$ cat src/rtl/dds_phase_gen.sv
// Phase-accumulator DDS core: a serial 12-cycle shift-add multiply turns a frequency
// index into a tuning word; the accumulator drives a sine ROM address and computed waveforms.
module dds_phase_gen #(
  parameter int ACC_W = 24,
  parameter int K     = 2796
) (
  input  logic        Fg_CLK,
  input  logic        RESETn,
  input  logic [10:0] Address,
  input  logic        FreqChng,
  input  logic [2:0]  Mode,
  output logic [9:0]  SineAddr,
  output logic [7:0]  Wave,
  output logic        Busy,
  output logic        FtwUpd
);

  localparam int         MSB      = ACC_W - 1;
  localparam logic [11:0] K_BITS  = 12'(K);
  localparam logic [3:0]  LAST_BIT = 4'd11;

  typedef enum logic {IDLE, MUL} state_t;

  state_t            state, state_nx;
  logic [10:0]       addr_q, addr_nx;
  logic [10:0]       pend_addr, pend_addr_nx;
  logic              pending, pending_nx;
  logic [3:0]        cnt, cnt_nx;
  logic [23:0]       prod, prod_nx;
  logic [23:0]       ftw, ftw_nx;
  logic [23:0]       addend;
  logic              upd_nx;
  logic [ACC_W-1:0]  acc;
  logic [ACC_W-1:0]  ftw_ext;
  logic [7:0]        wave_nx;

  assign Busy    = (state == MUL);
  assign ftw_ext = ACC_W'(ftw);

  // A pulse arriving while busy (including the completion cycle) is parked and
  // started right after the FtwUpd cycle, so Busy dips for exactly one cycle.
  always_comb begin
    state_nx     = state;
    addr_nx      = addr_q;
    pend_addr_nx = pend_addr;
    pending_nx   = pending;
    cnt_nx       = cnt;
    prod_nx      = prod;
    ftw_nx       = ftw;
    upd_nx       = 1'b0;
    addend       = K_BITS[cnt] ? (24'(addr_q) << cnt) : 24'd0;
    case (state)
      IDLE: begin
        if (FreqChng || pending) begin
          addr_nx    = FreqChng ? Address : pend_addr;
          pending_nx = 1'b0;
          prod_nx    = 24'd0;
          cnt_nx     = 4'd0;
          state_nx   = MUL;
        end
      end
      MUL: begin
        prod_nx = prod + addend;
        if (FreqChng) begin
          pending_nx   = 1'b1;
          pend_addr_nx = Address;
        end
        if (cnt == LAST_BIT) begin
          ftw_nx   = prod + addend;
          upd_nx   = 1'b1;
          state_nx = IDLE;
        end else begin
          cnt_nx = cnt + 4'd1;
        end
      end
      default: state_nx = IDLE;
    endcase
  end

  always_comb begin
    wave_nx = 8'h00;
    case (Mode)
      3'd1:    wave_nx = {8{acc[MSB]}};
      3'd2:    wave_nx = acc[MSB -: 8];
      3'd3:    wave_nx = acc[MSB] ? ~acc[MSB-1 -: 8] : acc[MSB-1 -: 8];
      default: wave_nx = 8'h00;
    endcase
  end

  // The accumulator always adds the FTW held before this edge, keeping phase continuous.
  always_ff @(posedge Fg_CLK) begin
    if (!RESETn) begin
      state     <= IDLE;
      addr_q    <= '0;
      pend_addr <= '0;
      pending   <= 1'b0;
      cnt       <= '0;
      prod      <= '0;
      ftw       <= '0;
      acc       <= '0;
      SineAddr  <= '0;
      Wave      <= '0;
      FtwUpd    <= 1'b0;
    end else begin
      state     <= state_nx;
      addr_q    <= addr_nx;
      pend_addr <= pend_addr_nx;
      pending   <= pending_nx;
      cnt       <= cnt_nx;
      prod      <= prod_nx;
      ftw       <= ftw_nx;
      acc       <= acc + ftw_ext;
      SineAddr  <= acc[MSB -: 10];
      Wave      <= wave_nx;
      FtwUpd    <= upd_nx;
    end
  end

endmodule
$ cat config.mk
export PLATFORM = sky130hd
export DESIGN_NAME = dds_phase_gen
export DESIGN_NICKNAME = d
export VERILOG_FILES = /design/src/rtl/dds_phase_gen.sv
export SDC_FILE = /design/constraint.sdc
export NUM_CORES = 1
export LEC_CHECK = 0
export CAP_MARGIN = 10
export CORE_ASPECT_RATIO = 0.6
export CORE_UTILIZATION = 55
export CTS_CLUSTER_DIAMETER = 80
export CTS_CLUSTER_SIZE = 28
export DETAILED_ROUTE_END_ITERATION = 12
export MAX_ROUTING_LAYER = met4
export PLACE_DENSITY_LB_ADDON = 0.05
export REMOVE_ABC_BUFFERS = 1
export SYNTH_ARGS = -nofsm -noshare
export SYNTH_HDL_FRONTEND = slang
export SYNTH_SLANG_ARGS = --single-unit
$ cat constraint.sdc
create_clock -name Fg_CLK -period 4.5 [get_ports Fg_CLK]
set_clock_uncertainty 0.15 [all_clocks]
set_input_delay 0.45 -clock Fg_CLK [delete_from_list [all_inputs] [get_ports Fg_CLK]]
set_output_delay 0.45 -clock Fg_CLK [all_outputs]
set_load 0.005 [all_outputs]
==> flow_summary.json, run 1 <==
{
  "grt_pass1_wl_um": 32300,
  "tns_ns": 0,
  "yosysUniqueCellTypes": 67,
  "die_y_um": 90.9,
  "clk_pin_slew_ns": 0.05,
  "cts_tree": "done",
  "rows": 32,
  "critical_path.startpoint_type": "flip-flop",
  "reg2reg_to": "ftw[21]",
  "nets": 977,
  "n_fill_cell": 1121,
  "drc": 0,
  "antenna_found_initial": 0,
  "whs_path_depth": 2,
  "r2r-start": "cnt[1]",
  "core_um2": 12900,
  "status": "complete, no violations",
  "seq_area_frac_synth_pct": 33.2,
  "critPathCaptureType": "flip-flop",
  "netlist_area_um2": 7240,
  "final_area_um2": 8330,
  "yosysTopAreaCellShare_pct": 33.2,
  "vias": 6732,
  "initial_core_util_pct": 56.3,
  "r2r_setup_slack_ns": 0.22,
  "crit_chain": "mux2_2 > nand2_1 > o21ai_0 > mux2i_1 > o22ai_1 > and2_1 > ha_1 > nand4_1 > a211oi_2 > o21ai_1 > and2_4 > o41a_1 > or4_1 > nand3_1",
  "die_area_um2": 13600,
  "routedWlPerCell_um": 18.3,
  "reg2regPathDepth": 14,
  "crit_required_ns": 4.70,
  "p_int_w": 0.00217,
  "yosys_most_used_dff": "dfxtp_1",
  "fp.dieW_um": 150,
  "switchingPower_w": 0.000670,
  "hpwlAfterDp_um": 15000,
  "drt_iter0_drc": 574,
  "grt_max_degree": 42,
  "slew-limit-headroom_pct": 27.8,
  "post_drt_via_cell_ratio": 6.16,
  "ir_drop_v": 0.000239,
  "cts-root-buf": "clkbuf_16",
  "avgSynthCellArea_um2": 8.07,
  "rsz0062_at_grt": "false",
  "maxCapViolCount": 0,
  "critPathKind": "reg2reg",
  "p_clk_share_pct": 52.5,
  "swShare_pct": 23.6,
  "track_usage_pct": 31.6,
  "wirelength_um": 20000,
  "ys_top_cells_by_area": "dfxtp_1 33%, ha_1 8.1%, nand2_1 5.3%",
  "grt_pass1_vias": 6064,
  "hold_path_end": "pend_addr[3]",
  "place_area_um2": 7700,
  "clk-insertion-delay-late_ns": 0.42,
  "dr.pass1.iters": 5,
  "min_path_type": "reg2reg",
  "cts.sinks": 120,
  "hold_viol_final": 0,
  "setup_viol": 0,
  "post_cts_resized": 0,
  "slowest_delay_ns": 0.66,
  "synth.largest_area_cell": "dfxtp_1",
  "final_max_slew_viol_count": 0,
  "grt_overflow": 0,
  "seqPwrFrac_pct": 39.8,
  "tightest_slew_ns": 1.07,
  "combPwrFrac_pct": 7.7,
  "period_needed_ns": 4.28,
  "cts_buffers": 17,
  "ys_seq_elements": 120,
  "cp_max_fo": 13,
  "fin_crit_sh_pct": 95.1,
  "p_per_area_nw_per_um2": 340,
  "post-cts-setup-buffers": 0,
  "ios": 37,
  "area_delta_synth_final_pct": 15.2,
  "n_antenna_cell": 0,
  "arrival_ns": 4.48,
  "min_from": "pend_addr[3]",
  "synthCells": 897,
  "final_common_cell": "dfxtp_1",
  "max_freq_ghz": 0.234,
  "synth_edf_count": 0,
  "p_leak_nw": 3.33,
  "h-tree-depth": 4,
  "final_antenna_net_count": 0,
  "crit_slowest_cell": "dfxtp_1",
  "most-common-layout-cells": "119 x dfxtp_1, 102 x nand2_1, 98 x nor2_1, 74 x a21oi_1, 47 x ha_1",
  "ctsHoldBuffers": 0,
  "ctsLongestPathBuffers": 2,
  "final_layout_size_suffix_gt1_share_pct": 6.61,
  "yosysWarnings": 0,
  "place.gp.congestion": 1.03,
  "port_buffers": 36,
  "async_reset_ff_share_pct": 0
}
## Yosys cell counts (8+ instances only)
| master | instances |
|---|---|
| nand3_1 | 27 |
| a31oi_1 | 10 |
| buf_1 | 8 |
| or3_1 | 11 |
| o21ai_0 | 42 |
| a211oi_1 | 20 |
| inv_1 | 22 |
| nor2b_1 | 12 |
| nand4_1 | 13 |
| xnor2_1 | 29 |
| nor2_1 | 98 |
| a21oi_1 | 74 |
| clkbuf_1 | 40 |
| nand2_1 | 102 |
| and2_1 | 21 |
| xor2_1 | 15 |
| dfxtp_1 | 120 |
| a22oi_1 | 8 |
| ha_1 | 47 |
| mux2i_1 | 26 |
| nor3_1 | 16 |
| a21o_1 | 24 |
## sequential cells by signal, summed over array words and instances (netlist names), named ones only
signal / count
acc: 24
SineAddr: 10
FtwUpd: 1
pending: 1
ftw: 24
prod: 24
addr_q: 11
cnt: 4
Busy: 1
Wave: 8
pend_addr: 11
## per-stage QoR
| stage | hold WS, ns | setup WS (ns) | utilization [%] | cells | power [W] |
|---|---|---|---|---|---|
| after floorplan | 0.282 | 0.633 | - | 844 | 0.00127 |
| after global placement | 0.290 | 0.502 | 59.9 | 1062 | 0.00136 |
| after detailed placement | 0.300 | 0.351 | 59.9 | 1062 | 0.00136 |
| after CTS | 0.311 | 0.322 | 64.8 | 1093 | 0.00285 |
| after global routing | 0.342 | 0.0195 | 64.8 | 1093 | 0.00292 |
| final | 0.306 | 0.221 | 64.8 | 1093 | 0.00284 |
## power groups by stage
stage,clock (W),sequential (W),combinational (W)
finish,0.00149,0.00113,0.000217
global route,0.00154,0.00113,0.000240
CTS,0.00150,0.00113,0.000214
detailed placement,0,0.00115,0.000213
global placement,0,0.00115,0.000207
floorplan,0,0.00114,0.000130
## worst max path at each step
stage / from / end / cells past startpoint
after floorplan: cnt[0] / ftw[21] / 11
after detailed placement: cnt[0] / ftw[21] / 11
after CTS: cnt[0] / ftw[21] / 11
after global placement: cnt[0] / ftw[21] / 11
after global routing: cnt[1] / ftw[21] / 14
final: cnt[1] / ftw[21] / 14
## metal layers
layer	track usage [%]	vias up	share of wire [%]
met5	-	-	0
met4	7.15	0	1.1
met3	7.68	22	9.4
met2	41.0	292	39
met1	47.8	3164	51
li1	-	3254	-
## final cells by class
class,count,area (um^2),area share [%]
clock inverters,12,200,2.40
well taps,170,213,2.55
repair buffers,48,450,5.40
multi-input cells,702,4550,54.6
flip-flops and latches,120,2400,28.8
clock buffers,19,433,5.19
inverters,22,82.6,0.991
## worst max-delay path: cells and delay by family (launching register included)
family | cells | cell delay, ns
AND/OR/NAND/NOR | 6 | 1.15
AO/OA/AOI/OAI | 5 | 1.12
flip-flops | 1 | 0.66
adder cells (fa/ha/maj) | 1 | 0.41
multiplexers | 2 | 0.72
## kinds of logic (layout without fill, tap and decap cells)
family	count (synthesis)	in the layout	share of synthesized area, %
XOR/XNOR	44	44	5.33
buffers and inverters	75	101	3.98
flip-flops	120	120	33.2
multiplexers	33	33	5.15
AO/OA/AOI/OAI	245	245	22.4
adder cells (fa/ha/maj)	49	49	8.68
AND/OR/NAND/NOR	331	331	21.3
(Power assumes the default switching activity.)
==> inputs of run 2 (changes only) <==
--- a/config.mk
+++ b/config.mk
@@ -7,9 +7,8 @@
 export LEC_CHECK = 0
 export CAP_MARGIN = 10
 export CORE_ASPECT_RATIO = 0.6
-export CORE_UTILIZATION = 55
+export CORE_UTILIZATION = 40
 export CTS_CLUSTER_DIAMETER = 80
-export CTS_CLUSTER_SIZE = 28
 export DETAILED_ROUTE_END_ITERATION = 12
 export MAX_ROUTING_LAYER = met4
 export PLACE_DENSITY_LB_ADDON = 0.05
==> flow_summary.json, run 2 (same netlist as run 1, synthesis figures left out) <==
{
  "crit_end": "ftw[21]",
  "max_freq_ghz": 0.238,
  "n_antenna_cell": 0,
  "min_path_type": "reg2reg",
  "setup_viol": 0,
  "cp_max_fo": 16,
  "core_um2": 17400,
  "ctsHoldBuffers": 0,
  "drc": 0,
  "cts_tree": "done",
  "antenna_found_initial": 0,
  "hold_viol_final": 0,
  "final_max_slew_viol_count": 0,
  "die_area_um2": 18700,
  "post_cts_resized": 0,
  "vias": 6703,
  "finish.utilization_pct": 48.8,
  "clk_pin_slew_ns": 0.05,
  "track_usage_pct": 24.1,
  "slew-limit-headroom_pct": 32.0,
  "status": "complete, no violations",
  "wirelength_um": 20600,
  "initial_core_util_pct": 41.6,
  "critPathKind": "reg2reg",
  "area_delta_synth_final_pct": 17.3,
  "place.gp.congestion": 0.964,
  "final_antenna_net_count": 0,
  "nets": 978,
  "reg_top3": "acc (24), ftw (24), prod (24)",
  "ir_drop_v": 0.000346,
  "holdWs_ns": 0.301,
  "p_total_w": 0.00298,
  "maxCapViolCount": 0,
  "crit_required_ns": 4.70,
  "grt_overflow": 0,
  "reg2regPathDepth": 14,
  "dr.pass1.iters": 7,
  "post_drt_via_cell_ratio": 5.78,
  "final_layout_size_suffix_gt1_share_pct": 6.81,
  "grt_pass1_wl_um": 33600,
  "rows": 37,
  "arrival_ns": 4.41,
  "post-cts-setup-buffers": 0,
  "drt_iter0_drc": 607,
  "most-common-layout-cells": "120 x dfxtp_1, 102 x nand2_1, 98 x nor2_1, 74 x a21oi_1, 47 x ha_1",
  "die_y_um": 106,
  "hpwlAfterDp_um": 15400,
  "clk-insertion-delay-late_ns": 0.42,
  "r2r_setup_slack_ns": 0.30,
  "period_needed_ns": 4.20,
  "tightest_slew_ns": 1.00,
  "p_per_area_nw_per_um2": 351,
  "critPathCaptureType": "flip-flop",
  "routedWlPerCell_um": 17.7,
  "cts-root-buf": "clkbuf_16",
  "worstSetupStartpoint": "cnt[1]",
  "ios": 37,
  "cts.sinks": 120,
  "final_common_cell": "dfxtp_1",
  "cts_buffers": 17,
  "tns_ns": 0,
  "port_buffers": 36,
  "reg2reg_to": "ftw[21]",
  "fin_crit_sh_pct": 93.4,
  "p_leak_nw": 3.36,
  "critical_path.startpoint_type": "flip-flop",
  "r2r-start": "cnt[1]",
  "grt_max_degree": 56,
  "fp.dieW_um": 176,
  "h-tree-depth": 4,
  "grt_pass1_vias": 6134,
  "rsz0062_at_grt": "false",
  "ctsLongestPathBuffers": 2
}
## run 2: power by group
part / internal (W) / switching [W]
Combinational: 0.0000977 / 0.000124
Clock: 0.00112 / 0.000510
Sequential: 0.00109 / 0.0000351
## run 2: final cells by class
class / instances / area (um^2)
Clock inverter: 12 / 245
Multi-Input combinational cell: 702 / 4550
Clock buffer: 20 / 457
Inverter: 22 / 82.6
Fill cell: 1724 / 8920
Tap cell: 234 / 293
Sequential cell: 120 / 2400
Timing Repair Buffer: 49 / 458
## run 2: worst max-delay path, cell delays in order, from the launching register on
cell      delay, ns
dfxtp_1        0.68
buf_4          0.27
mux2i_1        0.25
mux2i_1        0.12
a21oi_1        0.26
nand2_1        0.10
o311a_1        0.16
ha_1           0.44
nand4_1        0.19
a211oi_2       0.22
o21ai_1        0.16
and2_4         0.22
o41a_1         0.42
or4_1          0.41
nand3_1        0.09
## run 2: worst min-delay path by stage
stage | start | end | slack (ns) | depth (start not counted)
floorplan | prod[11] | prod[11] | 0.28 | 2
global placement | pend_addr[7] | pend_addr[7] | 0.29 | 2
detailed placement | pend_addr[6] | pend_addr[6] | 0.30 | 2
CTS | pend_addr[6] | pend_addr[6] | 0.30 | 2
global route | pend_addr[0] | pend_addr[0] | 0.32 | 2
finish | pend_addr[6] | pend_addr[6] | 0.30 | 2
## run 2: per-layer routing
metal / up-vias / part of all wire, % / track usage (%)
met4: 0 / 0.81 / 5.90
met3: 12 / 6.8 / 5.72
li1: 3268 / - / -
met1: 3203 / 55 / 37.4
met2: 220 / 37 / 30.0
met5: - / 0 / -
## run 2: metrics by stage
stage | cell area, um^2 | worst slack (ns) | instances
final | 8490 | 0.298 | 1159
after global routing | 8490 | 0.0355 | 1159
after CTS | 8490 | 0.344 | 1159
after detailed placement | 7790 | 0.355 | 1127
after global placement | 7790 | 0.509 | 1127
after floorplan | 7030 | 0.633 | 844
==> inputs of run 3 (changes only) <==
--- a/config.mk
+++ b/config.mk
@@ -10,8 +10,9 @@
 export CORE_UTILIZATION = 40
 export CTS_CLUSTER_DIAMETER = 80
 export DETAILED_ROUTE_END_ITERATION = 12
+export GPL_TIMING_DRIVEN = 0
 export MAX_ROUTING_LAYER = met4
-export PLACE_DENSITY_LB_ADDON = 0.05
+export PLACE_DENSITY_LB_ADDON = 0.1
 export REMOVE_ABC_BUFFERS = 1
 export SYNTH_ARGS = -nofsm -noshare
 export SYNTH_HDL_FRONTEND = slang
==> flow_summary.json, run 3 (same netlist as run 1, synthesis figures left out) <==
{
  "status": "complete, no violations",
  "tns_ns": 0,
  "clk_pin_slew_ns": 0.06,
  "crit_required_ns": 4.71,
  "slew-limit-headroom_pct": 20.0,
  "min_path_type": "reg2reg",
  "cts.sinks": 120,
  "critPathBufInv": 0,
  "hold_viol_final": 0,
  "area_delta_synth_final_pct": 16.1,
  "dr.pass1.iters": 5,
  "fin_crit_sh_pct": 94.1,
  "slowest_delay_ns": 0.63,
  "place_inst": 1118,
  "fp.dieW_um": 176,
  "critPathCaptureType": "flip-flop",
  "hpwlAfterDp_um": 14900,
  "reg2regPathDepth": 12,
  "drc": 0,
  "n_fill_cell": 1727,
  "whs_path_depth": 2,
  "path_depth": 12,
  "critPathKind": "reg2reg",
  "n_antenna_cell": 0,
  "ctsLongestPathBuffers": 2,
  "drt_iter0_drc": 578,
  "grt_pass1_wl_um": 32500,
  "track_usage_pct": 23.1,
  "final_common_cell": "dfxtp_1",
  "setup_viol": 0,
  "grt_overflow": 0,
  "place.gp.congestion": 0.931,
  "final_layout_size_suffix_gt1_share_pct": 6.54,
  "arrival_ns": 4.45,
  "fin_cells": 1151,
  "p_leak_nw": 3.32,
  "r2r_setup_slack_ns": 0.27,
  "final_max_slew_viol_count": 0,
  "grt_max_degree": 46,
  "grt_pass1_vias": 5995,
  "h-tree-depth": 4,
  "p_per_area_nw_per_um2": 339,
  "ios": 37,
  "critical_path.startpoint_type": "flip-flop",
  "cts_tree": "done",
  "cts-root-buf": "clkbuf_16",
  "place_ws_ns": -0.0171,
  "reg_top3": "acc (24), ftw (24), prod (24)",
  "post_drt_via_cell_ratio": 5.68,
  "ir_drop_v": 0.000237,
  "clk-insertion-delay-late_ns": 0.43,
  "cp_max_fo": 24,
  "fin_ws_ns": 0.267,
  "max_freq_ghz": 0.236,
  "antenna_found_initial": 0,
  "maxCapViolCount": 0,
  "most-common-layout-cells": "117 x dfxtp_1, 102 x nand2_1, 98 x nor2_1, 74 x a21oi_1, 47 x ha_1",
  "post-cts-setup-buffers": 0,
  "port_buffers": 36,
  "die_area_um2": 18700,
  "tightest_slew_ns": 1.18,
  "rsz0062_at_grt": "false",
  "crit_slowest_cell": "dfxtp_2",
  "vias": 6537,
  "core_um2": 17400,
  "cts_buffers": 17,
  "finish.utilization_pct": 48.3,
  "period_needed_ns": 4.23,
  "wirelength_um": 19900,
  "crit_family": "simple AND/OR/NAND/NOR gates",
  "final_antenna_net_count": 0,
  "routedWlPerCell_um": 17.3,
  "nets": 970,
  "crit_chain": "mux4_2 > mux2i_1 > o22ai_1 > and2_1 > ha_1 > nand4_1 > a211oi_2 > o21ai_1 > and2_4 > o41a_1 > or4_1 > nand3_1",
  "die_y_um": 106,
  "initial_core_util_pct": 41.6,
  "rows": 37
}
==> run 3: cell count changes in the layout (fill, tap and decap cells not counted) <==
cell / delta
buf_6: +2
buf_4: -12
bufinv_16: -3
buf_8: +1
dfxtp_4: +1
dfxtp_1: -3
clkinvlp_4: -2
clkinv_4: +3
clkdlybuf4s50_1: -1
dfxtp_2: +2
buf_2: +1
inv_6: +3
clkbuf_1: -1
buf_12: +1
==> run 3: metrics by stage <==
step	total power, W	hold WS, ns	area [um^2]
2_1_floorplan	0.00127	0.282	7030
5_1_grt	0.00296	0.331	8400
6_report	0.00285	0.303	8400
3_5_place_dp	0.00136	0.297	7740
4_1_cts	0.00287	0.304	8390
3_3_place_gp	0.00135	0.292	7680
==> run 3: path summary, 6_finish.rpt <==
path / startpoint / to
worst max-delay path: cnt[0] / ftw[21]
worst min-delay path: pend_addr[10] / pend_addr[10]
worst max register to register: cnt[0] / ftw[21]
worst min register to register: pend_addr[10] / pend_addr[10]
==> run 3: power by group <==
part	total (W)	switching, W	internal, W
Clock	0.00151	0.000544	0.000962
Sequential	0.00113	0.0000421	0.00109
Combinational	0.000211	0.000116	0.0000952
==> run 3: area by class of cell <==
| type | instances | area, um^2 | area share (%) |
|---|---|---|---|
| multi-input cells | 702 | 4550 | 54.2 |
| flip-flops and latches | 120 | 2410 | 28.7 |
| clock buffers | 19 | 453 | 5.39 |
| repair buffers | 41 | 420 | 5.00 |
| well taps | 234 | 293 | 3.48 |
| clock inverters | 13 | 193 | 2.29 |
| inverters | 22 | 82.6 | 0.983 |
==> run 3: timing repair <==
| action | 4_1_cts | 5_1_grt |
|---|---|---|
| hold buffers | 0 | 0 |
| gates cloned | 0 | 0 |
| setup endpoints to repair | 2 | 6 |
| gates resized for setup | 1 | 3 |
==> run 3: metal layers <==
layer | track usage, % | wire length [um] | vias to the layer above
met2 | 29.3 | 7450 | 150
met5 | - | 0 | -
met4 | 5.71 | 173 | 0
met3 | 4.86 | 979 | 18
met1 | 35.8 | 11300 | 3111
li1 | - | - | 3258
==> run 3: tightest hold or removal path, cell delays in order (launching register included) <==
cell	delay (ns)
dfxtp_1	0.30
nand2_1	0.05
a21oi_1	0.05
